File: src/rtl/counter_seq_pkg.sv
// ============================================================================
//  counter_seq_pkg
//  Shared state encodings and default widths for the counter sequencer.
//  Rev 1.0
// ============================================================================
`default_nettype none

package counter_seq_pkg;

  localparam int DEF_BITS = 4;
  localparam int DEF_REPW = 4;

  localparam logic [1:0] S_IDLE = 2'd0;
  localparam logic [1:0] S_UP   = 2'd1;
  localparam logic [1:0] S_DOWN = 2'd2;
  localparam logic [1:0] S_DONE = 2'd3;

  typedef enum logic [1:0] {
    ST_IDLE = S_IDLE,
    ST_UP   = S_UP,
    ST_DOWN = S_DOWN,
    ST_DONE = S_DONE
  } state_e;

endpackage

`default_nettype wire

File: src/rtl/counter.sv
// ============================================================================
//  counter
//  Up/down counter: +1 when select=1, -1 when select=0, async clear.
//  Rev 1.0
// ============================================================================
`default_nettype none

module counter #(
  parameter int bits = 4
) (
  input  logic            clk,
  input  logic            rst,
  input  logic            select,
  output logic [bits-1:0] count
);

  logic [bits-1:0] count_q;
  logic [bits-1:0] count_d;

  always_comb begin
    count_d = select ? count_q + bits'(1) : count_q - bits'(1);
  end

  always_ff @(posedge clk or posedge rst) begin
    if (rst) begin
      count_q <= '0;
    end else begin
      count_q <= count_d;
    end
  end

  assign count = count_q;

endmodule

`default_nettype wire

File: src/rtl/counter_seq_top.sv
// ============================================================================
//  counter_seq_top
//  Pin-level wrapper pairing the sequencer with its counter.
//  Rev 1.0
// ============================================================================
`default_nettype none

module counter_seq_top
  import counter_seq_pkg::*;
#(
  parameter int bits = DEF_BITS,
  parameter int repw = DEF_REPW
) (
  input  logic            clk,
  input  logic            rst,
  input  logic            start,
  input  logic            stop,
  input  logic [bits-1:0] target,
  input  logic [repw-1:0] reps,
  output logic [bits-1:0] count,
  output logic            busy,
  output logic            done,
  output logic            err
);

  logic w_select;
  logic w_cnt_rst;

  counter_seq #(
    .bits (bits),
    .repw (repw)
  ) u_seq (
    .clk        (clk),
    .rst        (rst),
    .start      (start),
    .stop       (stop),
    .target     (target),
    .reps       (reps),
    .cnt_count  (count),
    .cnt_select (w_select),
    .cnt_rst    (w_cnt_rst),
    .busy       (busy),
    .done       (done),
    .err        (err)
  );

  counter #(
    .bits (bits)
  ) u_cnt (
    .clk    (clk),
    .rst    (w_cnt_rst | rst),
    .select (w_select),
    .count  (count)
  );

endmodule

`default_nettype wire

File: src/rtl/counter_seq.sv
// ============================================================================
//  counter_seq
//  Drives a counter's select/rst so its count traces 0 -> target -> 0
//  for a programmed number of repetitions. All outputs come from flops.
//  Rev 1.0
// ============================================================================
`default_nettype none

module counter_seq
  import counter_seq_pkg::*;
#(
  parameter int bits = DEF_BITS,
  parameter int repw = DEF_REPW
) (
  input  logic            clk,
  input  logic            rst,
  input  logic            start,
  input  logic            stop,
  input  logic [bits-1:0] target,
  input  logic [repw-1:0] reps,
  input  logic [bits-1:0] cnt_count,
  output logic            cnt_select,
  output logic            cnt_rst,
  output logic            busy,
  output logic            done,
  output logic            err
);

  state_e          state_q, state_d;
  logic [bits-1:0] tgt_q, tgt_d;
  logic [repw-1:0] reps_q, reps_d;
  logic [repw-1:0] rep_q, rep_d;
  logic            sel_q, sel_d;
  logic            cnt_rst_q, cnt_rst_d;
  logic            busy_q, busy_d;
  logic            done_q, done_d;
  logic            err_q, err_d;

  always_comb begin
    state_d = state_q;
    tgt_d   = tgt_q;
    reps_d  = reps_q;
    rep_d   = rep_q;
    err_d   = 1'b0;

    case (state_q)
      ST_IDLE: begin
        // stop beats start, and suppresses the zero-target error too
        if (start && !stop) begin
          if (target != '0) begin
            tgt_d   = target;
            reps_d  = reps;
            rep_d   = reps;
            state_d = ST_UP;
          end else begin
            err_d = 1'b1;
          end
        end
      end
      ST_UP: begin
        if (stop) begin
          state_d = ST_DONE;
        end else if (cnt_count == tgt_q - bits'(1)) begin
          state_d = ST_DOWN;
        end
      end
      ST_DOWN: begin
        if (stop) begin
          state_d = ST_DONE;
        end else if (cnt_count == bits'(1)) begin
          if ((reps_q != '0) && (rep_q == repw'(1))) begin
            state_d = ST_DONE;
          end else begin
            state_d = ST_UP;
            if (reps_q != '0) begin
              rep_d = rep_q - repw'(1);
            end
          end
        end
      end
      ST_DONE: begin
        state_d = ST_IDLE;
      end
      default: begin
        state_d = ST_IDLE;
      end
    endcase

    // Outputs are decoded from the next state so they land in flops
    // together with it; select changes one edge before the turnaround.
    sel_d     = (state_d != ST_DOWN);
    cnt_rst_d = (state_d == ST_IDLE) || (state_d == ST_DONE);
    busy_d    = (state_d == ST_UP) || (state_d == ST_DOWN);
    done_d    = (state_d == ST_DONE);
  end

  always_ff @(posedge clk or posedge rst) begin
    if (rst) begin
      state_q   <= ST_IDLE;
      tgt_q     <= '0;
      reps_q    <= '0;
      rep_q     <= '0;
      sel_q     <= 1'b1;
      cnt_rst_q <= 1'b1;
      busy_q    <= 1'b0;
      done_q    <= 1'b0;
      err_q     <= 1'b0;
    end else begin
      state_q   <= state_d;
      tgt_q     <= tgt_d;
      reps_q    <= reps_d;
      rep_q     <= rep_d;
      sel_q     <= sel_d;
      cnt_rst_q <= cnt_rst_d;
      busy_q    <= busy_d;
      done_q    <= done_d;
      err_q     <= err_d;
    end
  end

  assign cnt_select = sel_q;
  assign cnt_rst    = cnt_rst_q;
  assign busy       = busy_q;
  assign done       = done_q;
  assign err        = err_q;

endmodule

`default_nettype wire

File: config.mk
export PLATFORM = sky130hd
export DESIGN_NAME = counter_seq_top
export DESIGN_NICKNAME = d
export VERILOG_FILES = /design/src/rtl/counter_seq_pkg.sv /design/src/rtl/counter.sv /design/src/rtl/counter_seq_top.sv /design/src/rtl/counter_seq.sv
export SDC_FILE = /design/constraint.sdc
export NUM_CORES = 1
export LEC_CHECK = 0
export ABC_AREA = 1
export CORE_MARGIN = 4
export CORE_UTILIZATION = 57
export DETAILED_ROUTE_END_ITERATION = 10
export PLACE_DENSITY = 0.92
export SYNTH_ARGS = -nofsm -noshare
export SYNTH_HDL_FRONTEND = slang
export SYNTH_SLANG_ARGS = --single-unit
export TNS_END_PERCENT = 10
File: constraint.sdc
create_clock -name clk -period 1.4 [get_ports clk]
set_input_delay 0.14 -clock clk [delete_from_list [all_inputs] [get_ports clk]]
set_output_delay 0.14 -clock clk [all_outputs]
set_load 0.05 [all_outputs]
---- After elaboration in Yosys (flattened, before gate mapping) ----
Cells that the tools add are included.
operators by class
  add/subtract/negate cells ............... 4
  bitwise operators ....................... 1
  muxes and demuxes ....................... 19
  equal/unequal tests ..................... 16
  reduce and logical (&&, ||, !) cells .... 12
operator list
  operator               number
  $mux W4                7
  $mux W2                7
  $sub A4 B1 Y4 const B  3
  $eq A2 B2 Y1 const B   4
  $eq A4 B1 Y1 const B   2
  $ne A2 B1 Y1 const B   4
  $pmux W2 S4            1
  $pmux W4 S2            1
  $reduce_bool A4 Y1     2
  $reduce_and A7 Y1      1
  $ne A2 B2 Y1 const B   3
  $add A4 B1 Y4 const B  1
  $eq A2 B1 Y1 const B   2
  $eq A4 B4 Y1           1
  $logic_not A2 Y1       2
  $mux W1                3
  $reduce_and A3 Y1      1
  $logic_and A1 B1 Y1    2
  $logic_or A1 B1 Y1     2
  $reduce_bool A2 Y1     1
  $logic_not A1 Y1       1
  $or A1 B1 Y1           1
storage, ports and cells
  bits in registers ....................... 23
  input port bits ......................... 12
  logic and storage cells ................. 62

---- Logic depth before layout (Yosys ltp) ----
Gate-level depths: netlist (run 1).
  depth in word-level cells ............... 8
  gate-level depth with buffers ........... 14

---- Cells and area by module ----
From an unflattened synthesis (run 1), not the netlist that was laid out.
second synthesis, totals
  cell total of the unflattened synthesis .. 166
  area total of the unflattened synthesis .. 1318.8 um^2
modules (own cells, without submodules)
  module           cells each  instances  area an instance (um^2)
  counter_seq      139         1          1089.8
  counter          24          1          217.7
  counter_seq_top  3           1          11.3

---- Worst setup path before layout (run 1) ----
No wires, ideal clock.
  kind .................................... reg2reg
  from .................................... register u_cnt.count_q[1], in the netlist u_cnt.count[1]
  to ...................................... register u_seq.busy_q, in the netlist u_seq.busy
  setup time .............................. 0.131 ns
  required time ........................... 1.269 ns
  arrival time ............................ 1.759 ns
  stages on the path, launching flop included .. 10
  setup slack ............................. -0.491 ns
  path through ............................ dfrtp_1 inv_1 ha_1 nand2_1 nor2_1 o21ai_0 nand2_1 inv_1 nand2_1 ha_1
between the ends
  longest elaborated chain between the ends .. 6
  elaborated cells on any way between the ends .. 10
  those cells by class .................... eq/ne (4); mux (5); reduce/logical (1)
ends and longest elaborated chain
  what                                                 RTL line                              source
  start: declaration                                   counter.sv:17                         logic [bits-1:0] count_q;
  start signal: assignment                             counter.sv:28                         count_q <= count_d;
  $eq A4 B1 Y1 / $eq A4 B4 Y1 (equally long branches)  counter_seq.sv:70, counter_seq.sv:63
  $mux W2, on equally long branches                    counter_seq.sv:70, counter_seq.sv:63
  $mux W2, on equally long branches                    counter_seq.sv:68, counter_seq.sv:61
  $pmux W2 S4 *                                        counter_seq.sv:46                     case (state_q)
  $eq A2 B1 Y1 / $eq A2 B2 Y1 (equally long branches)  counter_seq.sv:93                     busy_d = (state_d == ST_UP) || (state_d == ST_DOWN);
  $logic_or A1 B1 Y1 *                                 counter_seq.sv:93
  net u_seq.busy_d                                     counter_seq.sv:35                     logic busy_q, busy_d;
  end signal: assignment                               counter_seq.sv:115                    busy_q <= busy_d;
  end: declaration                                     counter_seq.sv:35
The timed path passes the listed nets; every way through them passes the cells marked *.
A chain may end at the register's enable or synchronous reset.

---- Final worst setup path (run 1) ----
  from .................................... register u_seq.tgt_q[1]
  to ...................................... register u_seq.busy_q, in the netlist u_seq.busy
between the ends
  longest elaborated chain between the ends .. 7
  elaborated cells on any way between the ends .. 8
  those cells by class .................... add/sub (1); eq/ne (3); mux (3); reduce/logical (1)
ends and longest elaborated chain
  what                                                 RTL line            source
  start: declaration                                   counter_seq.sv:30   logic [bits-1:0] tgt_q, tgt_d;
  start signal: assignment                             counter_seq.sv:110  tgt_q <= tgt_d;
  $sub A4 B1 Y4 *                                      counter_seq.sv:63   end else if (cnt_count == tgt_q - bits'(1)) begin
  $eq A4 B4 Y1 *                                       counter_seq.sv:63
  $mux W2 *                                            counter_seq.sv:63
  $mux W2 *                                            counter_seq.sv:61   if (stop) begin
  $pmux W2 S4 *                                        counter_seq.sv:46
  net u_seq.state_d[1]                                 counter_seq.sv:29   state_e state_q, state_d;
  $eq A2 B1 Y1 / $eq A2 B2 Y1 (equally long branches)  counter_seq.sv:93
  $logic_or A1 B1 Y1 *                                 counter_seq.sv:93
  net u_seq.busy_d                                     counter_seq.sv:35
Marked as above.

==> results of run 1 <==
[per-layer routing]
layer,global-route usage,vias to the layer above,part of all wire,routed length [µm]
met5,0,-,0,0
li1,-,614,-,-
met2,0.449,22,0.58,1850
met1,0.217,597,0.37,1170
met4,0.0972,0,0.019,59
met3,0.0487,5,0.028,88
[path summary, 6_finish.rpt]
path,to,slack [ps],depth (start not counted)
setup / recovery,u_seq.busy,-230,12
hold / removal,u_cnt.count[0],120,2
setup reg to reg,u_seq.busy,-230,12
hold reg to reg,u_cnt.count[0],230,1
max in group asynchronous,u_cnt.count[2],890,1
min in group clk,u_seq.reps_q[3],370,3
[registers in the layout (all words and copies together), names as in the netlist]
name	flops
u_cnt.count	4
u_seq.busy	1
u_seq.cnt_rst	1
u_seq.cnt_select	1
u_seq.done	1
u_seq.err	1
u_seq.rep_q	4
u_seq.reps_q	4
u_seq.state_q	2
u_seq.tgt_q	4
[synthesized netlist by cell type (all sizes together)]
library cell	count
or2	1
dfrtp	21
nor2	13
a21oi	5
xnor2	2
o21ai	12
xor2	3
mux2	1
nand4	1
o22ai	1
nand2	50
inv	29
dfstp	2
ha	8
nor3	1
buf	2
nand3	16
[cell families (layout without fill, tap and decap cells)]
family          count (synthesis)  after routing
mux                             1              1
buf+inv                        31             76
fa+ha+maj                       8              8
simple gates                   82             82
flops                          23             23
xor+xnor                        5              5
compound gates                 18             18
[layout make-up]
cell class / instances / area share
Multi-Input combinational cell: 114 / 0.376
Clock inverter: 1 / 0.00270
Sequential cell: 23 / 0.314
Tap cell: 28 / 0.0189
Clock buffer: 3 / 0.0121
Timing Repair Buffer: 43 / 0.218
Inverter: 29 / 0.0587
[worst max-delay path: cells and delay by family, from the launching register on]
family / cells / cell delay, ps
AND/OR/NAND/NOR: 8 / 580
adder cells (fa/ha/maj): 2 / 420
buffers and inverters: 2 / 130
flip-flops: 1 / 410
[repair_timing]
action | in CTS | in global routing
setup buffers | 5 | 0
setup endpoints to repair | 10 | 10
resized for setup | 14 | 8
cloned | 0 | 0
pin swaps | 8 | 5
[power by group through the flow]
stage	clock (mW)	sequential, mW	combinational, mW
finish	0.313	1.23	2.86
global route	0.359	1.26	3.14
CTS	0.326	1.22	2.70
detailed placement	0	1.23	2.38
global placement	0	1.21	2.24
floorplan	0	1.46	1.25
[metrics by stage]
stage	worst slack (ps)	instances	utilization	hold WS (ps)
6_report	-234	241	0.847	124
5_1_grt	-350	241	0.847	140
4_1_cts	-244	241	0.836	121
3_5_place_dp	-352	232	0.781	239
3_3_place_gp	-243	232	0.781	222
2_1_floorplan	-211	168	-	-4.55
==> key figures, run 1 <==
Run status
  • Outcome: finished, violations left
  • Failing checks: setup timing

Power and ir drop
  • Sw power: 2.04 mW
  • Sw Ratio: 0.464
  • Clock group share of total power: 0.071
  • Leak: 0.966 nW
  • Comb pwr share: 0.649
  • Power Internal: 2.36 mW
  • Power per cell area: 2370 nW/µm²
  • Power Total: 4.40 mW
  • Maximum vdd drop: 1640 µV
  • Power share of the sequential group: 0.280

Clock network
  • CTS Hold Buffers Added: 0
  • CTS tree: yes
  • Clock Path Buffers: 2
  • Clk slew on worst S/H paths: 120 ps
  • Root Driver: clkbuf_4
  • H-Tree Depth: 1
  • CTS sink cnt: 23
  • Number of CTS-inserted buffers: 3
  • Worst-Skew Late Latency: 320 ps

Yosys
  • Synth top area share: 0.404
  • Yosys warns: 0
  • Synth Area in Simple Gates: 0.266
  • Sequential area share after synthesis: 0.444
  • Syn Nets: 188
  • Largest family of logic cells by synthesized area: simple AND/OR/NAND/NOR gates
  • Synthesized cell area: 1300 µm²
  • Top cell type by total area after synthesis: dfrtp_1
  • Adder-Cell Fraction of Synth Area: 0.0769
  • Post-synthesis compound-gate area fraction: 0.0788
  • Syn Area/Cell: 7.75 µm²
  • Netlist cell types: 23
  • #FFs+latches synth: 23
  • Cells after Synth: 168
  • Synth Area in XOR/XNOR: 0.0337
  • Ranking of synthesized cells by area: dfrtp_1 40%, nand2_1 14%, inv_1 8.1%
  • Post-synthesis mux area share: 0.00865

GRT
  • Initial antenna violation count: 0
  • First-pass GRT wire length: 5470 µm
  • GRT overflow: 0
  • Total GRT Usage: 0.226
  • Vias in the first global route: 1310
  • Largest net degree at the start of global routing: 20

Placed design
  • Number of I/O port buffers: 18
  • Detail Placement HPWL: 2350 µm
  • DP Area: 1710 µm²
  • Final GP Congestion: 0.742

Critical path
  • Worst EP required: 1630 ps
  • FF-to-FF Start: u_seq.tgt_q[1]
  • Crit path max fanout: 3
  • Crit path DAT: 1860 ps
  • Slowest stage delay, CP: 410 ps
  • Most used cell, CP: nand2_1
  • CP max stage cell: dfrtp_1
  • Worst setup startpoint: u_seq.tgt_q[1]
  • Worst Setup End Kind: flop
  • Crit path kind: flop to flop
  • CP cell instances: inv_2 > ha_4 > inv_2 > nand2_1 > nand2_1 > nand3_2 > nor2_4 > nand2_1 > nand2_1 > nand2_1 > nand2_2 > ha_4
  • Critical Path Source Type: flop

Cells and area
  • Layout Nets: 234
  • Layout cells sized above 1: 0.338
  • Fillers: 138
  • Multi-input logic area: 697 µm²
  • Commonest non-fill, non-tap cell in the layout: nand2_1
  • Diodes inserted: 0
  • Area grow syn2layout: 42.6%
  • Final Cell Area: 1860 µm²
  • Most frequent cells in the layout: 40 x nand2_1, 27 x buf_4, 23 x inv_1, 17 x dfrtp_1, 13 x nand3_1
  • FF/Latch Area: 583 µm²

Timing
  • Slew headroom: 0.768
  • Worst Clk Skew: 4.04 ps
  • Max Transition Viols Final: 0
  • Setup repair after global routing missed its margin: true
  • Final hold violations: 0
  • Worst-Margin Slew: 347 ps
  • Setup-failing EPs final: 8
  • Period minus WS final: 1630 ps
  • Period Utilization, post-route: 1.17
  • FMAX: 612 MHz
  • Setup TNS: -1020 ps
  • PnR worst setup slack: -234 ps

Routing
  • Via count: 1238
  • TritonRoute pass-1 iters: 4
  • Routed wire length: 3170 µm
  • Vias per inst: 5.14
  • Post-route ant nets: 0
  • DRC viols: 0
  • Drt initial violations: 19
  • Wire per inst: 13.1 µm

Floorplan
  • Num rows: 17
  • Initial Util: 0.594
  • Die area: 3110 µm²
  • Core area: 2190 µm²
  • Ports: 19
  • Die extent in x: 55.8 µm
  • Vert. Die Dim: 55.8 µm

Flow run
  • MaxCap Viol Count: 0

Worst hold path
  • Worst Hold Class: input port to asynchronous set/reset pin
No activity file was read; power rests on OpenSTA's default activity.
==> run 2, diff against run 1 <==
Settings changed: SETUP_SLACK_MARGIN from default to 0.5.
==> run 2 against run 1 <==
  * The run still ends with setup timing left
  * Cell count stayed put
  * Via count is 2.3% higher
  * Die area stayed put
  * Sequential cell count stayed put
  * Sequential power hardly changed
  * Cell area is 1.1% higher
  * Sequential share of layout area is 0.36 points lower
  * Worst setup slack worse by 35 ps
  * Critical endpoint unchanged
  * Highest routed layer unchanged
==> key figures, run 2 (synthesized netlist as in run 1, its figures left out) <==
Run status
  • Outcome: finished, violations left (unchanged)
  • Failing checks: setup timing (unchanged)

Critical path
  • Worst EP required: 1630 ps (about the same)
  • Crit path kind: flop to flop (unchanged)
  • Crit path max fanout: 3 (unchanged)
  • Crit path DAT: 1900 ps (was 1860 ps)
  • Critical Path Source Type: flop (unchanged)
  • Worst Setup End Kind: flop (unchanged)

Timing
  • Slew headroom: 0.774 (was 0.768)
  • Min Hold Slack: 115 ps (was 124 ps)
  • FMAX: 599 MHz (was 612 MHz)
  • Setup repair after global routing missed its margin: true (unchanged)
  • Setup TNS: -1180 ps (was -1020 ps)
  • PnR worst setup slack: -269 ps (was -234 ps)
  • Final hold violations: 0 (unchanged)
  • Setup-failing EPs final: 8 (unchanged)
  • Period Utilization, post-route: 1.19 (was 1.17)
  • Worst-Margin Slew: 338 ps (was 347 ps)
  • Period minus WS final: 1670 ps (was 1630 ps)
  • Max Transition Viols Final: 0 (unchanged)
  • Worst Clk Skew: 6.81 ps (was 4.04 ps)

Flow run
  • MaxCap Viol Count: 0 (unchanged)

Routing
  • Post-route ant nets: 0 (unchanged)
  • Via count: 1266 (was 1238)
  • TritonRoute pass-1 iters: 5 (was 4)
  • DRC viols: 0 (unchanged)
  • Drt initial violations: 35 (was 19)
  • Vias per inst: 5.25 (was 5.14)
  • Routed wire length: 3310 µm (was 3170 µm)
  • Wire per inst: 13.7 µm (was 13.1 µm)

Power and ir drop
  • Maximum vdd drop: 1720 µV (was 1640 µV)
  • Power Total: 4.48 mW (was 4.40 mW)
  • Power per cell area: 2380 nW/µm² (was 2370 nW/µm²)
  • Leak: 0.972 nW (was 0.966 nW)

Placed design
  • Number of I/O port buffers: 18 (unchanged)
  • Final GP Congestion: 0.742 (unchanged)
  • Detail Placement HPWL: 2350 µm (unchanged)
  • Setup WS pre-CTS: -352 ps (unchanged)

Floorplan
  • Core area: 2190 µm² (unchanged)
  • Initial Util: 0.594 (unchanged)
  • Ports: 19 (unchanged)
  • Num rows: 17 (unchanged)
  • Die extent in x: 55.8 µm (unchanged)
  • Die area: 3110 µm² (unchanged)
  • Vert. Die Dim: 55.8 µm (unchanged)

GRT
  • First-pass GRT wire length: 5470 µm (unchanged)
  • Met1 GRT Util: 0.217 (unchanged)
  • Largest net degree at the start of global routing: 20 (unchanged)
  • Total GRT Usage: 0.226 (unchanged)
  • Initial antenna violation count: 0 (unchanged)
  • GRT overflow: 0 (unchanged)
  • Met3 usage: 0.0487 (unchanged)
  • GR Layer Usage met2: 0.449 (unchanged)
  • Vias in the first global route: 1310 (unchanged)
  • Most Crowded Layer GR: met2 (unchanged)

Cells and area
  • Commonest non-fill, non-tap cell in the layout: nand2_1 (unchanged)
  • Layout cells sized above 1: 0.343 (was 0.338)
  • Diodes inserted: 0 (unchanged)
  • Most frequent cells in the layout: 40 x nand2_1, 23 x inv_1, 23 x buf_4, 17 x dfrtp_1, 13 x nand3_1 (was 40 x nand2_1, 27 x buf_4, 23 x inv_1, 17 x dfrtp_1, 13 x nand3_1)
  • Layout Nets: 234 (unchanged)
  • Area grow syn2layout: 44.2% (was 42.6%)

Clock network
  • H-Tree Depth: 1 (unchanged)
  • Worst-Skew Late Latency: 330 ps (was 320 ps)
  • Root Driver: clkbuf_4 (unchanged)
  • CTS sink cnt: 23 (unchanged)
  • CTS tree: yes (unchanged)
  • CTS Hold Buffers Added: 0 (unchanged)
  • Number of CTS-inserted buffers: 3 (unchanged)
  • Clk slew on worst S/H paths: 130 ps (was 120 ps)
  • Clock Path Buffers: 2 (unchanged)

Worst hold path
  • Worst Hold Class: input port to asynchronous set/reset pin (unchanged)
==> run 2: changes by cell type in the layout (fill, tap and decap cells not counted) <==
| cell | change |
|---|---|
| buf_6 | +4 |
| buf_4 | -4 |
| o22ai_1 | -1 |
| o22ai_2 | +1 |
| o21ai_0 | -1 |
| o21ai_1 | +1 |
==> run 2: critical path: stages (launching register included) <==
cell and delay, ps:
dfrtp_1 410, inv_2 90, ha_4 210, inv_2 40, nand2_1 40, nand2_1 70
nand3_2 80, nor2_4 110, nand2_1 50, nand2_1 70, nand2_1 70, nand2_2 120
ha_4 220
==> run 2: stage by stage <==
step | std cells | area, µm² | utilization
2_1_floorplan | 168 | 1320 | -
3_3_place_gp | 232 | 1710 | 0.781
3_5_place_dp | 232 | 1710 | 0.781
4_1_cts | 241 | 1830 | 0.836
5_1_grt | 241 | 1880 | 0.857
6_report | 241 | 1880 | 0.857
==> run 2: per-layer routing <==
layer | routed length [µm] | up-vias
met2 | 1890 | 32
met4 | 91 | 0
met5 | 0 | -
li1 | - | 612
met1 | 1210 | 611
met3 | 113 | 11
==> run 2: what timing repair did <==
item / CTS / global route
setup buffers: 5 / 0
pin swaps: 8 / 7
gates resized for setup: 14 / 14
hold endpoints to repair: 0 / 0
setup endpoints to repair: 28 / 29
==> run 2: layout make-up <==
| cell class | instances | area [µm²] |
|---|---|---|
| Clock buffer | 3 | 22.5 |
| Clock inverter | 1 | 5.00 |
| Fill cell | 129 | 314 |
| Inverter | 29 | 109 |
| Multi-Input combinational cell | 114 | 703 |
| Sequential cell | 23 | 583 |
| Tap cell | 28 | 35.0 |
| Timing Repair Buffer | 43 | 419 |
==> run 2: path summary, 6_finish.rpt <==
path	from	to	slack (ps)	cells past startpoint
worst max-delay path	u_seq.tgt_q[1]	u_seq.busy	-270	12
worst min-delay path	rst	u_cnt.count[0]	110	2
worst max register to register	u_seq.tgt_q[1]	u_seq.busy	-270	12
worst min register to register	u_seq.cnt_rst	u_cnt.count[0]	230	1
max in group asynchronous	u_seq.cnt_rst	u_cnt.count[1]	910	1
min in group clk	reps[3]	u_seq.reps_q[3]	370	3
==> run 2: power breakdown <==
part	total [mW]	internal, mW	switching, mW
logic	2.92	1.29	1.63
clock network	0.317	0.107	0.210
registers	1.24	0.992	0.251
total	4.48	2.39	2.09
==> run 3, diff against run 2 <==
Settings changed: CAP_MARGIN from default to 20, HOLD_SLACK_MARGIN from default to 0.08.
==> results of run 3 <==
No change in the layout: final DEF, timing and power equal those of run 2.
==> RTL change (config.mk and constraints of run 1) <==
Register the inputs `start`, `stop`, `target` and `reps` before use. The logic sees them one clock later.
--- a/src/rtl/counter_seq_top.sv
+++ b/src/rtl/counter_seq_top.sv
@@ -23,6 +23,18 @@
   output logic            err
 );
 
+  logic start_q;
+  logic stop_q;
+  logic [bits-1:0] target_q;
+  logic [repw-1:0] reps_r;
+
+  always_ff @(posedge clk) begin
+      start_q  <= start;
+      stop_q   <= stop;
+      target_q <= target;
+      reps_r   <= reps;
+  end
+
   logic w_select;
   logic w_cnt_rst;
 
@@ -32,10 +44,10 @@
   ) u_seq (
     .clk        (clk),
     .rst        (rst),
-    .start      (start),
-    .stop       (stop),
-    .target     (target),
-    .reps       (reps),
+    .start      (start_q),
+    .stop       (stop_q),
+    .target     (target_q),
+    .reps       (reps_r),
     .cnt_count  (count),
     .cnt_select (w_select),
     .cnt_rst    (w_cnt_rst),
Behaviour: not the same (Yosys sat finds a counterexample within 4 cycles, from zero or initial values and one cycle with rst high).
==> RTL change against run 1 <==
The flow still finishes with violations (setup timing). Maximum frequency down 11%. Worst setup slack worse by 200 ps. Power rose by 31%. Critical path depth grew 3. Sequential cell count up 10. Final cell count rose by 5.0%. Core utilization up 1.7 points. Routed wire length increased by 54%. Synthesized area up 20%. Sequential share of layout area rose by 4.2 points. Design area rose by 18%. Critical path type unchanged. Critical endpoint is now u_seq.cnt_select.
==> RTL change: results (changes against run 1) <==
status -> complete, but fails checks (unchanged)
failing checks -> setup timing (unchanged)
total CTS buffers -> 5 (was 3)
Tot GR Track Use -> 24.35% (was 22.60%)
via count -> 1,490 (was 1,238)
fin cells -> 253 (was 241)
H-Tree Depth -> 2 (was 1)
WHS -> 103.3 ps (was 123.6 ps)
Place WS -> -411.5 ps (was -352.1 ps)
Leak -> 1.114 nW (was 0.9658 nW)
post-synthesis cell type count -> 25 (was 23)
TritonRoute pass-1 iters -> 5 (was 4)
Final nets -> 242 (was 234)
post-route setup slack -> -432.8 ps (was -233.7 ps)
skew final -> 10.15 ps (was 4.036 ps)
initial drt markers -> 147 (was 19)
Clock Latency Late Sink -> 340 ps (was 320 ps)
layout cells sized above 1 -> 37.67% (was 33.80%)
first-pass GRT wire length -> 6306 um (was 5471 um)
synthesized area per cell -> 8.772 um^2 (was 7.746 um^2)
Final Setup Violations -> 10 (was 8)
Post-DP HPWL -> 2451 um (was 2347 um)
vias in the first global route -> 1,399 (was 1,310)
placed cell count -> 240 (was 232)
Async SR Flop Fraction -> 69.70% (was 100.0%)
Critical Path AT -> 2120 ps (was 1860 ps)
Critical Path Fanout Max -> 2 (was 3)
## RTL change: cell types whose count changed after synthesis, sizes merged
cell and change:
buf -1, dfxtp +10, nor2 -2, o21ai +1, a21oi -2, xor2 +1
nand2 +3, nand3 -1, inv +1
## RTL change: worst max-delay path, cell delays in order, from the launching register on
cell	delay, ps
dfrtp_1	420
inv_2	100
ha_4	150
inv_2	50
nand2_4	70
nand2_2	60
nand2_1	80
nand2_1	90
nor2_2	160
nand2_1	80
nand2_1	60
nand2_1	60
nand2_2	130
buf_6	120
ha_4	130
inv_2	30
## RTL change: final timing paths
path,start,end,cells after the start
worst max-delay path,u_seq.tgt_q[1],u_seq.cnt_select,15
worst min-delay path,rst,u_cnt.count[0],2
worst max register to register,u_seq.tgt_q[1],u_seq.cnt_select,15
worst min register to register,u_seq.cnt_rst,u_cnt.count[0],1
max in group asynchronous,u_seq.cnt_rst,u_cnt.count[2],1
min in group clk,reps[3],reps_r[3],1
## RTL change: per-layer routing
layer | vias up | track usage (%) | part of all wire (%)
li1 | 640 | - | -
met1 | 698 | 29.13 | 37
met2 | 113 | 40.12 | 50
met3 | 39 | 6.596 | 8.3
met4 | 0 | 12.66 | 4.8
met5 | - | 0 | 0
## RTL change: cells by family after synthesis
family	share of synthesized area (%)
mux	0.7211
buf+inv	7.932
fa+ha+maj	6.411
compound gates	7.933
flops	49.84
simple gates	23.80
xor+xnor	3.365
## RTL change: through the flow
step / cell area, um^2 / TNS, ps
6_report: 2198 / -2556
4_1_cts: 2122 / -1704
2_1_floorplan: 1584 / -681.1
5_1_grt: 2198 / -3061
3_3_place_gp: 1936 / -1097
3_5_place_dp: 1936 / -1988
## RTL change: what timing repair did
action,CTS,global route
endpoints found under the hold margin,0,0
buffers inserted,4,1
gates resized for setup,15,19
pin swaps,9,6
cloned,0,0
endpoints found under the setup margin,10,11
## RTL change: cell type report
| cell class | instances | area, um^2 |
|---|---|---|
| tap | 30 | 37.54 |
| fill | 121 | 346.6 |
| clock inverter | 1 | 30.03 |
| inverter | 30 | 112.6 |
| multi-input combinational | 114 | 802.0 |
| clock buffer | 7 | 55.05 |
| timing repair buffer | 38 | 377.9 |
| sequential | 33 | 783.3 |
## RTL change: report_power, final
part	internal (mW)	switching (mW)	leakage [nW]
Clock	0.426	0.326	0.0455
Sequential	1.28	0.358	0.362
Combinational	1.42	1.93	0.707
